===== src/rtl/damage_pkg.sv =====
// Shared definitions for the damage encoder/decoder pair: FSM encodings,
// target-select constants and datapath widths.
package damage_pkg;

    localparam int unsigned NUM_UNITS = 16;
    localparam int unsigned IDX_W     = 4;
    localparam int unsigned SEL_W     = 5;
    localparam int unsigned DMG_W     = 8;
    localparam int unsigned ACC_W     = 12;

    localparam logic [SEL_W-1:0] TOWER_SELECT = 5'b10000;
    localparam logic [IDX_W-1:0] LAST_IDX     = 4'd15;

    typedef enum logic [1:0] {
        IDLE  = 2'd0,
        SCAN  = 2'd1,
        DRAIN = 2'd2,
        DONE  = 2'd3
    } state_t;

endpackage


===== src/rtl/damage_encoder_target_picker.sv =====
// Combinational lowest-set-bit picker: returns the index of the lowest alive
// enemy slot, or TOWER_SELECT when no enemy is alive.
module target_picker
    import damage_pkg::*;
(
    input  logic [NUM_UNITS-1:0] alive,
    output logic [SEL_W-1:0]     select
);

    // Scan from the top so the lowest set bit is written last and wins.
    always_comb begin
        select = TOWER_SELECT;
        for (int unsigned i = 0; i < NUM_UNITS; i++) begin
            if (alive[NUM_UNITS-1-i]) begin
                select = SEL_W'(NUM_UNITS-1-i);
            end
        end
    end

endmodule


===== src/rtl/damage_encoder.sv =====
// Combat-tick damage encoder: scans 16 unit slots, sums attacking damage and
// reports it with the target picked at tick time.
// Optional macro DAMAGE_ENCODER_CRIT_EN: critical hits double damage, with saturation.
module damage_encoder
    import damage_pkg::*;
(
    input  logic                 Clk,
    input  logic                 Reset_n,
    input  logic                 tick,
    input  logic [NUM_UNITS-1:0] enemyAlive,
    output logic [IDX_W-1:0]     unitIndex,
    input  logic [DMG_W-1:0]     unitDamage,
    input  logic                 unitAttacking,
    input  logic                 unitCrit,
    output logic [ACC_W-1:0]     totalDamage,
    output logic [SEL_W-1:0]     damageSelect,
    output logic                 valid,
    output logic                 busy
);

    state_t             state_q, state_d;
    logic [IDX_W-1:0]   cnt_q, cnt_d;
    logic [ACC_W-1:0]   acc_q, acc_d;
    logic [SEL_W-1:0]   target_q, target_d;
    logic [ACC_W-1:0]   total_q, total_d;
    logic [SEL_W-1:0]   select_q, select_d;
    logic [SEL_W-1:0]   picked;
    logic [ACC_W-1:0]   acc_next;

    target_picker u_picker (
        .alive  (enemyAlive),
        .select (picked)
    );

`ifdef DAMAGE_ENCODER_CRIT_EN
    logic [DMG_W:0]     addend;
    logic [ACC_W:0]     sum_wide;

    always_comb begin
        addend = '0;
        if (unitAttacking) begin
            addend = unitCrit ? {unitDamage, 1'b0} : {1'b0, unitDamage};
        end
        sum_wide = {1'b0, acc_q} + {{(ACC_W-DMG_W){1'b0}}, addend};
        acc_next = sum_wide[ACC_W] ? '1 : sum_wide[ACC_W-1:0];
    end
`else
    logic [DMG_W-1:0]   addend;
    logic               unused_crit;

    assign unused_crit = unitCrit;

    always_comb begin
        addend   = unitAttacking ? unitDamage : '0;
        acc_next = acc_q + {{(ACC_W-DMG_W){1'b0}}, addend};
    end
`endif

    // Read data lags the index by one cycle, so the add for index k lands while
    // index k+1 is issued; SCAN index 0 has nothing to add and DRAIN adds index 15.
    always_comb begin
        state_d  = state_q;
        cnt_d    = cnt_q;
        acc_d    = acc_q;
        target_d = target_q;
        total_d  = total_q;
        select_d = select_q;
        case (state_q)
            IDLE: begin
                if (tick) begin
                    state_d  = SCAN;
                    cnt_d    = '0;
                    acc_d    = '0;
                    target_d = picked;
                end
            end
            SCAN: begin
                cnt_d = cnt_q + 1'b1;
                if (cnt_q != '0) begin
                    acc_d = acc_next;
                end
                if (cnt_q == LAST_IDX) begin
                    state_d = DRAIN;
                end
            end
            DRAIN: begin
                acc_d    = acc_next;
                total_d  = acc_next;
                select_d = target_q;
                state_d  = DONE;
            end
            DONE: begin
                state_d = IDLE;
            end
            default: begin
                state_d = IDLE;
            end
        endcase
    end

    always_ff @(posedge Clk or negedge Reset_n) begin
        if (!Reset_n) begin
            state_q  <= IDLE;
            cnt_q    <= '0;
            acc_q    <= '0;
            target_q <= TOWER_SELECT;
            total_q  <= '0;
            select_q <= TOWER_SELECT;
        end else begin
            state_q  <= state_d;
            cnt_q    <= cnt_d;
            acc_q    <= acc_d;
            target_q <= target_d;
            total_q  <= total_d;
            select_q <= select_d;
        end
    end

    assign unitIndex    = cnt_q;
    assign totalDamage  = total_q;
    assign damageSelect = select_q;
    assign valid        = (state_q == DONE);
    assign busy         = (state_q != IDLE);

endmodule


===== config.mk =====
export PLATFORM = sky130hd
export DESIGN_NAME = damage_encoder
export DESIGN_NICKNAME = d
export VERILOG_FILES = /design/src/rtl/damage_pkg.sv /design/src/rtl/damage_encoder_target_picker.sv /design/src/rtl/damage_encoder.sv
export SDC_FILE = /design/constraint.sdc
export NUM_CORES = 1
export LEC_CHECK = 0
export BUFFER_PORTS_ARGS = -buffer_cell sky130_fd_sc_hd__buf_2
export CORE_MARGIN = 3
export CORE_UTILIZATION = 49
export DETAILED_ROUTE_END_ITERATION = 10
export PLACE_DENSITY = 0.76
export SLEW_MARGIN = 10
export SYNTH_ARGS = -nofsm -noshare
export SYNTH_HDL_FRONTEND = slang
export SYNTH_SLANG_ARGS = --single-unit
export TNS_END_PERCENT = 50

===== constraint.sdc =====
create_clock -name Clk -period 2.1 [get_ports Clk]
set_clock_uncertainty 0.2 [all_clocks]
set_input_delay 0.105 -clock Clk [delete_from_list [all_inputs] [get_ports Clk]]
set_output_delay 0.105 -clock Clk [all_outputs]
set_load 0.01 [all_outputs]

==> results.md, run 1 <==
* Run status: complete, but fails checks
* Violated checks: negative setup slack
* Clk_lat worst skew at 0.29 ns
* Slew Viols, Final at 0
* Max-slew headroom at 0.6716
* Final nets at 382
* WS Path Type: reg -> reg
* Reg clk slew, reported paths at 0.07 ns
* Tot Pwr at ~4 mW
* Max Freq at 463.8 MHz
* CTS tree: built
* Port Buffers at 50
* EDFF count, synth at 0
* Vias post-DR at 2,171
* WL/cell at 14.39 µm
* CP Capture Type: register
* Final Hold Vio Count at 0
* Synth unique cells at 50
* Worst hold slack at around 0.025 ns
* Crit path launch: state_q[0]$_DFFE_PN0P_
* Worst vdd ir at 0.7778 mV
* Clk root buf: clkbuf_8
* Post-DP Area at around 2800 µm²
* Sequential share of the synthesized area at 0.4164
* H-tree depth at 2
* Fin area at 3258 µm²
* Crit-path max cell delay at 0.43 ns
* Crit path launch type: register
* Share of cells above drive strength 1 at 0.3491
* Fillers at 337
* Ports at between 50 and 60
* Top-count cell post-synth: dfrtp_1
* DRC at 0
* CTS max path bufs at 2
* TritonCTS Buffers at 5
* Multi-input gate area at around 1400 µm²
* Die area at between 5000 and 6000 µm²
* LEAKAGE at 1.567 nW
* Overall routing resource usage at 0.1985
* First-pass detailed-route iteration total at 4
* Synth warn at 0
* Antenna cells at 0
* Post-Place Setup Slack at -0.1535 ns
* Worst-margin pin slew at 0.4926 ns
* Final setup vio count at 5
* Max-Cap Viols at 0
* Critical Path Fanout Max at 8
* Iter 0 DRT Violations at 115
* Via-to-Cell Ratio at 5.387
* Vias in the first global route at 2,194
* Cell taking the most area after synthesis: dfrtp_1
* Grt ovf at 0
* Minimum clock period at 2.156 ns
* Die width at about 76 µm
* Post-synth top flop: dfrtp_1
* Row Count at 24
* Starting Density at 0.5315
* Post-DP HPWL at 3958 µm
* CP most frequent cell: buf_4
* Synth async-reset ratio at 1.000
* First-pass GRT wire length at 9591 µm
* Cells after Synth at 247
* Antenna Nets Post-Route at 0
* Synthesis-stage register bit count at 40
* List of most frequent post-synthesis cells: dfrtp_1, nand2_1, nor2_1, ha_1, o21ai_0
* Core footprint at 4534 µm²
* Post-Layout Cell Count at 403
* GPL Wtd Cong at just over 0.8
* Mean Syn Cell Area at about 10 µm²
* Antenna violations before repair at 0
* Die height at 76.13 µm
* Sequential cell area at 1003 µm²
* Final worst slack at -0.05610 ns
* Period utilization at 1.027
* CP max stage cell: or3_4
* PwrDens at 1224 nW/µm²
* Pin count of the biggest net entering global routing at 24
* CP Data Arrival Time at 2.15 ns
* Worst EP required at 2.09 ns
* CTS Sinks at 40
* RSZ-0062 raised after global routing: yes
* Synth top area cells: dfrtp_1, ha_1, mux2_2, nand2_1, o21ai_0
* Worst r2r src: state_q[0]$_DFFE_PN0P_
* Worst min-delay path class: in -> reg
* Post-Syn Area at approximately 2400 µm²
* Synth top area share at 0.3946
* Final wirelength at 5798 µm
* Crit-path cells: buf_4, ha_2, nor4bb_1, or3_4, buf_4, buf_4, o31ai_1
* Placed insts at 371
* Min-delay src: enemyAlive[10]
* Synthesis-to-finish area growth at 35.20%
* Net count after synthesis at 292
==> report_power, final <==
group          switching, mW  internal (mW)  total, mW
Sequential             0.170           1.04       1.21
Combinational           1.11          0.994       2.10
Clock                  0.258          0.419      0.677
Total                   1.54           2.45       3.99
==> area by class of cell <==
class                           instances  area share
Inverter                               11     0.01267
Timing Repair Buffer                   92      0.1859
Clock buffer                            7     0.02957
Sequential cell                        40      0.3080
Multi-Input combinational cell        187      0.4297
Tap cell                               65     0.02496
Clock inverter                          1    0.009217
==> critical path: cells and delay by family (launching register included) <==
| family | cells | cell delay, ns |
|---|---|---|
| buf+inv | 3 | 0.43 |
| simple gates | 2 | 0.56 |
| compound gates | 1 | 0.26 |
| fa+ha+maj | 1 | 0.19 |
| flops | 1 | 0.41 |
==> flip-flops by register name (all words and copies together) (netlist names) <==
signal / cells
acc_q: 12
damageSelect: 5
state_q: 2
target_q: 5
totalDamage: 12
unitIndex: 4
==> final timing paths <==
check	endpoint	slack (ns)	cells past startpoint
hold / removal	target_q[3]$_DFFE_PN0P_	0.02	4
setup reg to reg	acc_q[2]$_DFFE_PN0P_	-0.06	7
hold reg to reg	target_q[0]$_DFFE_PN0P_	0.28	2
max in group asynchronous	acc_q[3]$_DFFE_PN0P_	1.05	3
min in group asynchronous	acc_q[10]$_DFFE_PN0P_	0.10	2
setup / recovery	acc_q[2]$_DFFE_PN0P_	-0.06	7
==> logic make-up after synthesis <==
family          synth area share
buf+inv                  0.03998
mux                      0.06802
compound gates            0.1895
xor+xnor                 0.02544
fa+ha+maj                0.08619
simple gates              0.1745
flops                     0.4164
==> metal layers <==
metal  vias up  global-route usage  routed length (µm)
li1       1077                   -                   -
met4         0             0.05978                 111
met1      1027              0.2229                2433
met2        56              0.3679                2995
met5         -                   0                   0
met3        11             0.05083                 258
==> repair_timing <==
action | 4_1_cts | 5_1_grt
endpoints found under the hold margin | 39 | 0
hold buffers | 16 | 0
pin swaps | 4 | 10
setup buffers | 1 | 7
gates resized for setup | 7 | 12
setup endpoints to repair | 11 | 12
==> stage by stage <==
stage,TNS [ns],utilization
global route,-0.7594,0.7185
global placement,-0.4074,0.6242
detailed placement,-0.7936,0.6242
floorplan,-0.001048,-
CTS,-0.2826,0.6948
finish,-0.1635,0.7185
==> cell usage in the layout, fill, tap and decap left out, types with 4 or more instances in the layout <==
cell and n:
o21ai_0 12, xnor2_1 7, nand2_1 22, inv_1 9, buf_2 50, dlygate4sd3_1 16, a31oi_1 4, clkbuf_8 7
ha_1 10, a22o_1 5, nor3_1 8, a21o_1 7, a21oi_1 11, nand3_1 8, o31ai_1 4, buf_4 26
and2_1 10, nor2_1 16, dfrtp_1 38, mux2_2 10, mux2i_1 4
(Power assumes the default switching activity.)
==> run 2, diff against run 1 <==
--- a/constraint.sdc
+++ b/constraint.sdc
@@ -4,2 +4,2 @@
 set_output_delay 0.105 -clock Clk [all_outputs]
-set_load 0.01 [all_outputs]
+set_load 0.02 [all_outputs]
==> run 2 against run 1 <==
Against the previous run:
- the flow still finishes with violations (negative setup slack)
- combinational power is 2% higher
- total power is 0.25% lower
- clock-buffer cell count is 1 lower
- worst setup slack better by 0.013 ns
- via count is 1.0% lower
- non-clock buffer count is 7 lower
- sequential share of layout area is 0.55 points higher
- largest cell class unchanged
==> results.md, run 2 (synthesis results as in run 1) <==
* Overall routing resource usage at 0.1996 (+0.001059)
* CTS tree: built
* Vias in the first global route at 2,227 (+1.5%)
* LEAKAGE at 1.530 nW (-2.4%)
* RSZ-0062 raised after global routing: yes
* Vias post-DR at 2,149 (-1.0%)
* Share of cells above drive strength 1 at 0.3353 (-0.01376)
* Multi-input gate area at 1410 µm² (+0.71%)
* Worst r2r src: acc_q[0]$_DFFE_PN0P_
* CP Capture Type: register
* Row Count at 24 (unchanged)
* Final Hold Vio Count at 0 (unchanged)
* Final nets at 375 (-1.8%)
* Die height at 76.13 µm (unchanged)
* Worst min-delay path class: in -> async
* Busiest grt layer: met2
* CTS max path bufs at 2 (unchanged)
* Most common cell after layout, fill and taps aside: buf_2
* CP Data Arrival Time at 2.13 ns (-0.02 ns)
* TritonCTS Buffers at 5 (unchanged)
* Post-DP HPWL at 4004 µm (+1.2%)
* Core footprint at 4534 µm² (unchanged)
* Antenna violations before repair at 0 (unchanged)
* R2R Path End: totalDamage[6]$_DFFE_PN0P_
* Worst-margin pin slew at 0.4691 ns (-0.02343 ns)
* Met2 Resource Use GR at 0.3466 (-0.02128)
* Clk root buf: clkbuf_8
* Crit path launch type: register
* GR Layer Usage met3 at 0.04610 (-0.004728)
* H-tree depth at 2 (unchanged)
* Minimum clock period at 2.143 ns (-0.01292 ns)
* Grt ovf at 0 (unchanged)
* Commonest non-fill, non-tap cells in the layout: buf_2, dfrtp_1, nand2_1
* GPL Wtd Cong at 0.8426 (+2.7%)
* Post-DP Area at 2830 µm² (unchanged)
* Ports at 52 (unchanged)
* Period utilization at 1.021 (-0.006150)
* Run status: complete, but fails checks
* Final wirelength at 5628 µm (-2.9%)
* Grt met1 use at 0.2359 (+0.01298)
* Final setup vio count at 3 (-2)
* First-pass detailed-route iteration total at 4 (unchanged)
* Port Buffers at 50 (unchanged)
* Synthesis-to-finish area growth at 33.33%
* Starting Density at 0.5315 (unchanged)
* Clk_lat worst skew at 0.29 ns (about the same)
* R2R setup slack at -0.04 ns (about the same)
* Iter 0 DRT Violations at 107 (-7.0%)
* Worst EP required at 2.08 ns (about the same)
* Max Freq at 466.6 MHz (+0.60%)
* Reg clk slew, reported paths at 0.08 ns (about the same)
* Antenna cells at 0 (unchanged)
* WS Path Type: reg -> reg
* Max-slew headroom at 0.6844 (+0.01274)
* Fin area at 3213 µm² (-1.4%)
* Antenna Nets Post-Route at 0 (unchanged)
* Pin count of the biggest net entering global routing at 24 (unchanged)
* Max-Cap Viols at 0 (unchanged)
* Worst hold slack at 0.02842 ns (+0.003586 ns)
* Final worst slack at -0.04318 ns (+0.01292 ns)
* Fillers at 340 (+0.89%)
* DRC at 0 (unchanged)
* PwrDens at 1238 nW/µm² (+1.1%)
* Sequential cell area at 1007 µm² (+0.37%)
* Die area at 5796 µm² (unchanged)
* CTS Sinks at 40 (unchanged)
* Via-to-Cell Ratio at 5.427 (+0.74%)
* Slew Viols, Final at 0 (unchanged)
* Reg2Reg Depth at 6 (-1)
* Violated checks: negative setup slack
* Worst vdd ir at 0.8255 mV (+6.1%)
* Critical Path Fanout Max at 3 (-5)
* Die width at 76.13 µm (unchanged)
* First-pass GRT wire length at 9666 µm (+0.78%)
* WL/cell at 14.21 µm (-1.2%)
## run 2: area by class of cell
type	instances	share of cell area
Sequential cell	40	0.3135
Inverter	11	0.01285
Clock inverter	2	0.01090
Tap cell	65	0.02531
Multi-Input combinational cell	187	0.4389
Timing Repair Buffer	85	0.1760
Clock buffer	6	0.02259
## run 2: worst max path at each step
stage | to | slack [ns] | cells after the start | start
after detailed placement | totalDamage[8]$_DFFE_PN0P_ | -0.13 | 7 | acc_q[0]$_DFFE_PN0P_
after global routing | acc_q[8]$_DFFE_PN0P_ | -0.11 | 7 | acc_q[0]$_DFFE_PN0P_
after global placement | totalDamage[8]$_DFFE_PN0P_ | -0.09 | 9 | unitAttacking
after floorplan | totalDamage[8]$_DFFE_PN0P_ | -0.001 | 7 | acc_q[0]$_DFFE_PN0P_
after CTS | totalDamage[6]$_DFFE_PN0P_ | -0.1 | 6 | acc_q[0]$_DFFE_PN0P_
final | totalDamage[6]$_DFFE_PN0P_ | -0.04 | 6 | acc_q[0]$_DFFE_PN0P_
## run 2: worst max-delay path: stages (launching register included)
cell and delay, ns:
dfrtp_1 0.38, ha_2 0.19, fa_2 0.34, a21o_1 0.23
a221oi_4 0.32, xnor2_2 0.11, mux2_4 0.27
## run 2: where the power goes
group / switching, mW / internal [mW] / leakage, nW
clock network: 0.261 / 0.353 / 0.0552
logic: 1.20 / 0.948 / 0.963
registers: 0.174 / 1.04 / 0.511
## run 2: layer usage
metal  part of all wire  wire, µm
met5                  0         0
met4              0.018       104
met3              0.047       267
met2               0.50      2839
met1               0.43      2416
## run 2: per-stage QoR
step                      cells  setup WS, ns  utilization  setup TNS [ns]  total power, mW
after detailed placement    369       -0.1294       0.6242         -0.7518            3.263
after global routing        396       -0.1078       0.7086         -0.8083            4.299
final                       396      -0.04318       0.7086        -0.07466            3.977
after global placement      369      -0.09272       0.6242         -0.4351            3.204
after CTS                   394      -0.09564       0.6882         -0.2949            3.928
after floorplan             247     -0.001048            -       -0.001048            2.635
## run 2: timing repair
| item | 4_1_cts | 5_1_grt |
|---|---|---|
| gates resized for setup | 5 | 10 |
| pin swaps | 4 | 9 |
| setup buffers | 1 | 2 |
| hold buffers | 16 | 0 |
| hold endpoints to repair | 43 | 0 |
| endpoints found under the setup margin | 10 | 15 |
==> run 3, diff against run 2 <==
- ABC_AREA: unset -> 1
- MAX_ROUTING_LAYER: unset -> met4
==> run 3 against run 2 <==
Against the previous run:
- the flow finishes with violations (negative hold slack, negative setup slack)
- clock-buffer cell count stayed put
- synthesized area is 5.4% lower
- cell area decreased by 9.0%
- final cell count is 4.0% higher
- worst setup slack better by 0.042 ns
- total power fell by 14%
- die area down 5.0%
- sequential share of layout area increased by 3.0 points
- critical path type unchanged
==> results.md, run 3 <==
* Vias post-DR at 1,988 (-7.5%)
* H-tree depth at 2 (unchanged)
* CP max stage cell: dfrtp_1
* WL/cell at 11.82 µm (-17%)
* Synthesis-to-finish area growth at 28.27%
* LEAKAGE at 1.652 nW (+8.0%)
* Crit-path cells: ha_2, fa_2, nand3_2, nand2_2, nand2_1, nand2_1, a21oi_2, o21ai_2, nand2_2, xor2_2, nand2_1, nand2_1
* Most common cell after layout, fill and taps aside: nand2_1
* Die width at 74.21 µm (-2.5%)
* Commonest non-fill, non-tap cells in the layout: nand2_1, buf_2, inv_1
* Cells after Synth at 285 (+15%)
* EDFF count, synth at 0 (unchanged)
* Pin count of the biggest net entering global routing at 41 (+71%)
* Die height at 74.21 µm (-2.5%)
* Synth top area share at 0.4171 (+0.02252)
* Sequential fraction of design power at 0.339 (+0.033)
* Post-DP HPWL at 3556 µm (-11%)
* Cell taking the most area after synthesis: dfrtp_1
* Synthesis-stage register bit count at 40 (unchanged)
* Clk_lat worst skew at 0.30 ns (about the same)
* Logic pwr share at 0.484 (-0.056)
* Max-slew headroom at 0.7696 (+0.08521)
* Worst-margin pin slew at 0.3425 ns (-0.1266 ns)
* Slew Viols, Final at 0 (unchanged)
* Synth unique cells at 29 (-42%)
* Sw Ratio at 0.4301 (+0.01883)
* Overall routing resource usage at 0.1992 (-0.0003547)
* List of most frequent post-synthesis cells: nand2_1, inv_1, dfrtp_1, o21ai_1, nand3_1
* Final Hold Vio Count at 1 (+1)
* Clock power share at 0.177 (+0.023)
* Worst EP required at 2.13 ns (+0.05 ns)
* Post-Syn Area at 2280 µm² (-5.4%)
* Final setup vio count at 2 (-1)
* Reg clk slew, reported paths at 0.07 ns (about the same)
* First-pass GRT wire length at 8176 µm (-15%)
* Final nets at 404 (+7.7%)
* Worst min-delay path class: in -> reg
* Antenna Nets Post-Route at 0 (unchanged)
* Max Freq at 475.9 MHz (+2.0%)
* Net count after synthesis at 330 (+13%)
* Die area at 5507 µm² (-5.0%)
* Post-Place Setup Slack at -0.03757 ns (+0.09182 ns)
* Top-count cell post-synth: nand2_1
* Synth top area cells: dfrtp_1, nand2_1, ha_1, inv_1, o21ai_1
* CP most frequent cell: nand2_1
* Antenna cells at 0 (unchanged)
* Critical Path Fanout Max at 2 (-1)
* Max-Cap Viols at 0 (unchanged)
* Share of cells above drive strength 1 at 0.2583 (-0.07701)
* Core footprint at 4414 µm² (-2.6%)
* CP Capture Type: register
* Grt ovf at 0 (unchanged)
* CTS max path bufs at 2 (unchanged)
* Clk root buf: clkbuf_8
* Antenna violations before repair at 0 (unchanged)
* Synth async-reset ratio at 1.000 (unchanged)
* Mean Syn Cell Area at 7.999 µm² (-18%)
* Ports at 52 (unchanged)
* Worst hold slack at -0.006545 ns (-0.03497 ns)
* Sequential share of the synthesized area at 0.4402 (+0.02377)
* RSZ-0062 raised after global routing: yes
* Starting Density at 0.5164 (-0.01502)
* Via-to-Cell Ratio at 4.825 (-11%)
* Pint at 1.957 mW (-16%)
* Final worst slack at -0.001266 ns (+0.04192 ns)
* Crit-path max cell delay at 0.39 ns (about the same)
* Port Buffers at 50 (unchanged)
* CTS Sinks at 40 (unchanged)
* Run status: complete, but fails checks
* DRC at 0 (unchanged)
* CP Data Arrival Time at 2.14 ns (about the same)
* GPL Wtd Cong at 0.8570 (+1.7%)
* Crit path launch type: register
* Final wirelength at 4869 µm (-13%)
* NetSw at 1.476 mW (-9.7%)
* Minimum clock period at 2.101 ns (-0.04192 ns)
* PwrDens at 1174 nW/µm² (-5.1%)
* Iter 0 DRT Violations at 109 (+1.9%)
* Post-synth top flop: dfrtp_1
* WS Path Type: reg -> reg
* Fin util at 0.6624 (-0.04619)
* Synth warn at 0 (unchanged)
* Period utilization at 1.001 (-0.01996)
* CTS tree: built
* Row Count at 24 (unchanged)
* Vias in the first global route at 1,942 (-13%)
* Violated checks: negative hold slack, negative setup slack
* First-pass detailed-route iteration total at 4 (unchanged)
* Worst vdd ir at 0.6466 mV (-22%)
* TritonCTS Buffers at 5 (unchanged)
-- run 3: path summary, 6_finish.rpt --
kind	start	to	slack, ns	cells past startpoint
setup reg to reg	acc_q[0]$_DFFE_PN0P_	acc_q[10]$_DFFE_PN0P_	-0.001	12
setup / recovery	acc_q[0]$_DFFE_PN0P_	acc_q[10]$_DFFE_PN0P_	-0.001	12
hold reg to reg	damageSelect[4]$_DFFE_PN1P_	damageSelect[4]$_DFFE_PN1P_	0.27	2
max in group asynchronous	Reset_n	damageSelect[4]$_DFFE_PN1P_	1.33	3
hold / removal	enemyAlive[3]	target_q[0]$_DFFE_PN0P_	-0.007	7
min in group asynchronous	Reset_n	acc_q[1]$_DFFE_PN0P_	0.10	3
-- run 3: cell type report --
| type | instances | area [µm²] |
|---|---|---|
| Sequential cell | 40 | 1003 |
| Timing Repair Buffer | 72 | 460.4 |
| Multi-Input combinational cell | 189 | 1070 |
| Inverter | 51 | 217.7 |
| Tap cell | 52 | 65.06 |
| Clock buffer | 6 | 72.57 |
| Clock inverter | 2 | 35.03 |
| Fill cell | 375 | 1490 |
-- run 3: timing repair --
item,CTS,global route
gates resized for setup,3,3
setup endpoints to repair,4,11
hold buffers,14,0
hold endpoints to repair,45,0
pin swaps,5,4
buffers inserted,0,1
-- run 3: kinds of logic (layout without fill, tap and decap cells) --
group	Yosys count	count (layout)	synth area share
AOI/OAI and AO/OA	45	45	0.1109
xor gates and xnor gates	8	8	0.03403
adders and majority gates	16	16	0.09111
buffers and inverters	56	131	0.1048
DFF	40	40	0.4402
and+or+nand+nor	120	120	0.2190
-- run 3: per-stage QoR --
step | hold WS (ns) | instances | power (mW) | setup TNS, ns | cell area [µm²]
finish | -0.006545 | 412 | 3.433 | -0.002447 | 2924
global route | 0.02810 | 412 | 3.716 | -0.5678 | 2924
CTS | 0.002183 | 412 | 3.453 | -0.06787 | 2904
detailed placement | -0.1090 | 390 | 2.808 | -0.1054 | 2646
global placement | -0.1081 | 390 | 2.753 | 0 | 2646
floorplan | -0.3906 | 285 | 2.284 | 0 | 2280
-- run 3: per-layer routing --
| layer | GRT usage | routed length [µm] | share of wire | vias up |
|---|---|---|---|---|
| met5 | - | 0 | 0 | - |
| met4 | 0.08696 | 133 | 0.027 | 0 |
| met3 | 0.04730 | 235 | 0.048 | 13 |
| met2 | 0.3346 | 2431 | 0.50 | 52 |
| met1 | 0.2264 | 2068 | 0.42 | 878 |
| li1 | - | - | - | 1045 |
-- run 3: power groups by stage --
stage                     combinational [mW]  clock [mW]  sequential, mW
after detailed placement                1.63           0            1.17
after global placement                  1.59           0            1.17
final                                   1.66       0.607            1.16
after floorplan                        0.960           0            1.32
after CTS                               1.66       0.628            1.16
after global routing                    1.87       0.657            1.19
-- run 3: worst max-delay path: cells and delay by family (launching register included) --
family | cells | cell delay [ns]
compound gates | 2 | 0.30
xor+xnor | 1 | 0.16
fa+ha+maj | 2 | 0.54
flops | 1 | 0.39
simple gates | 7 | 0.46
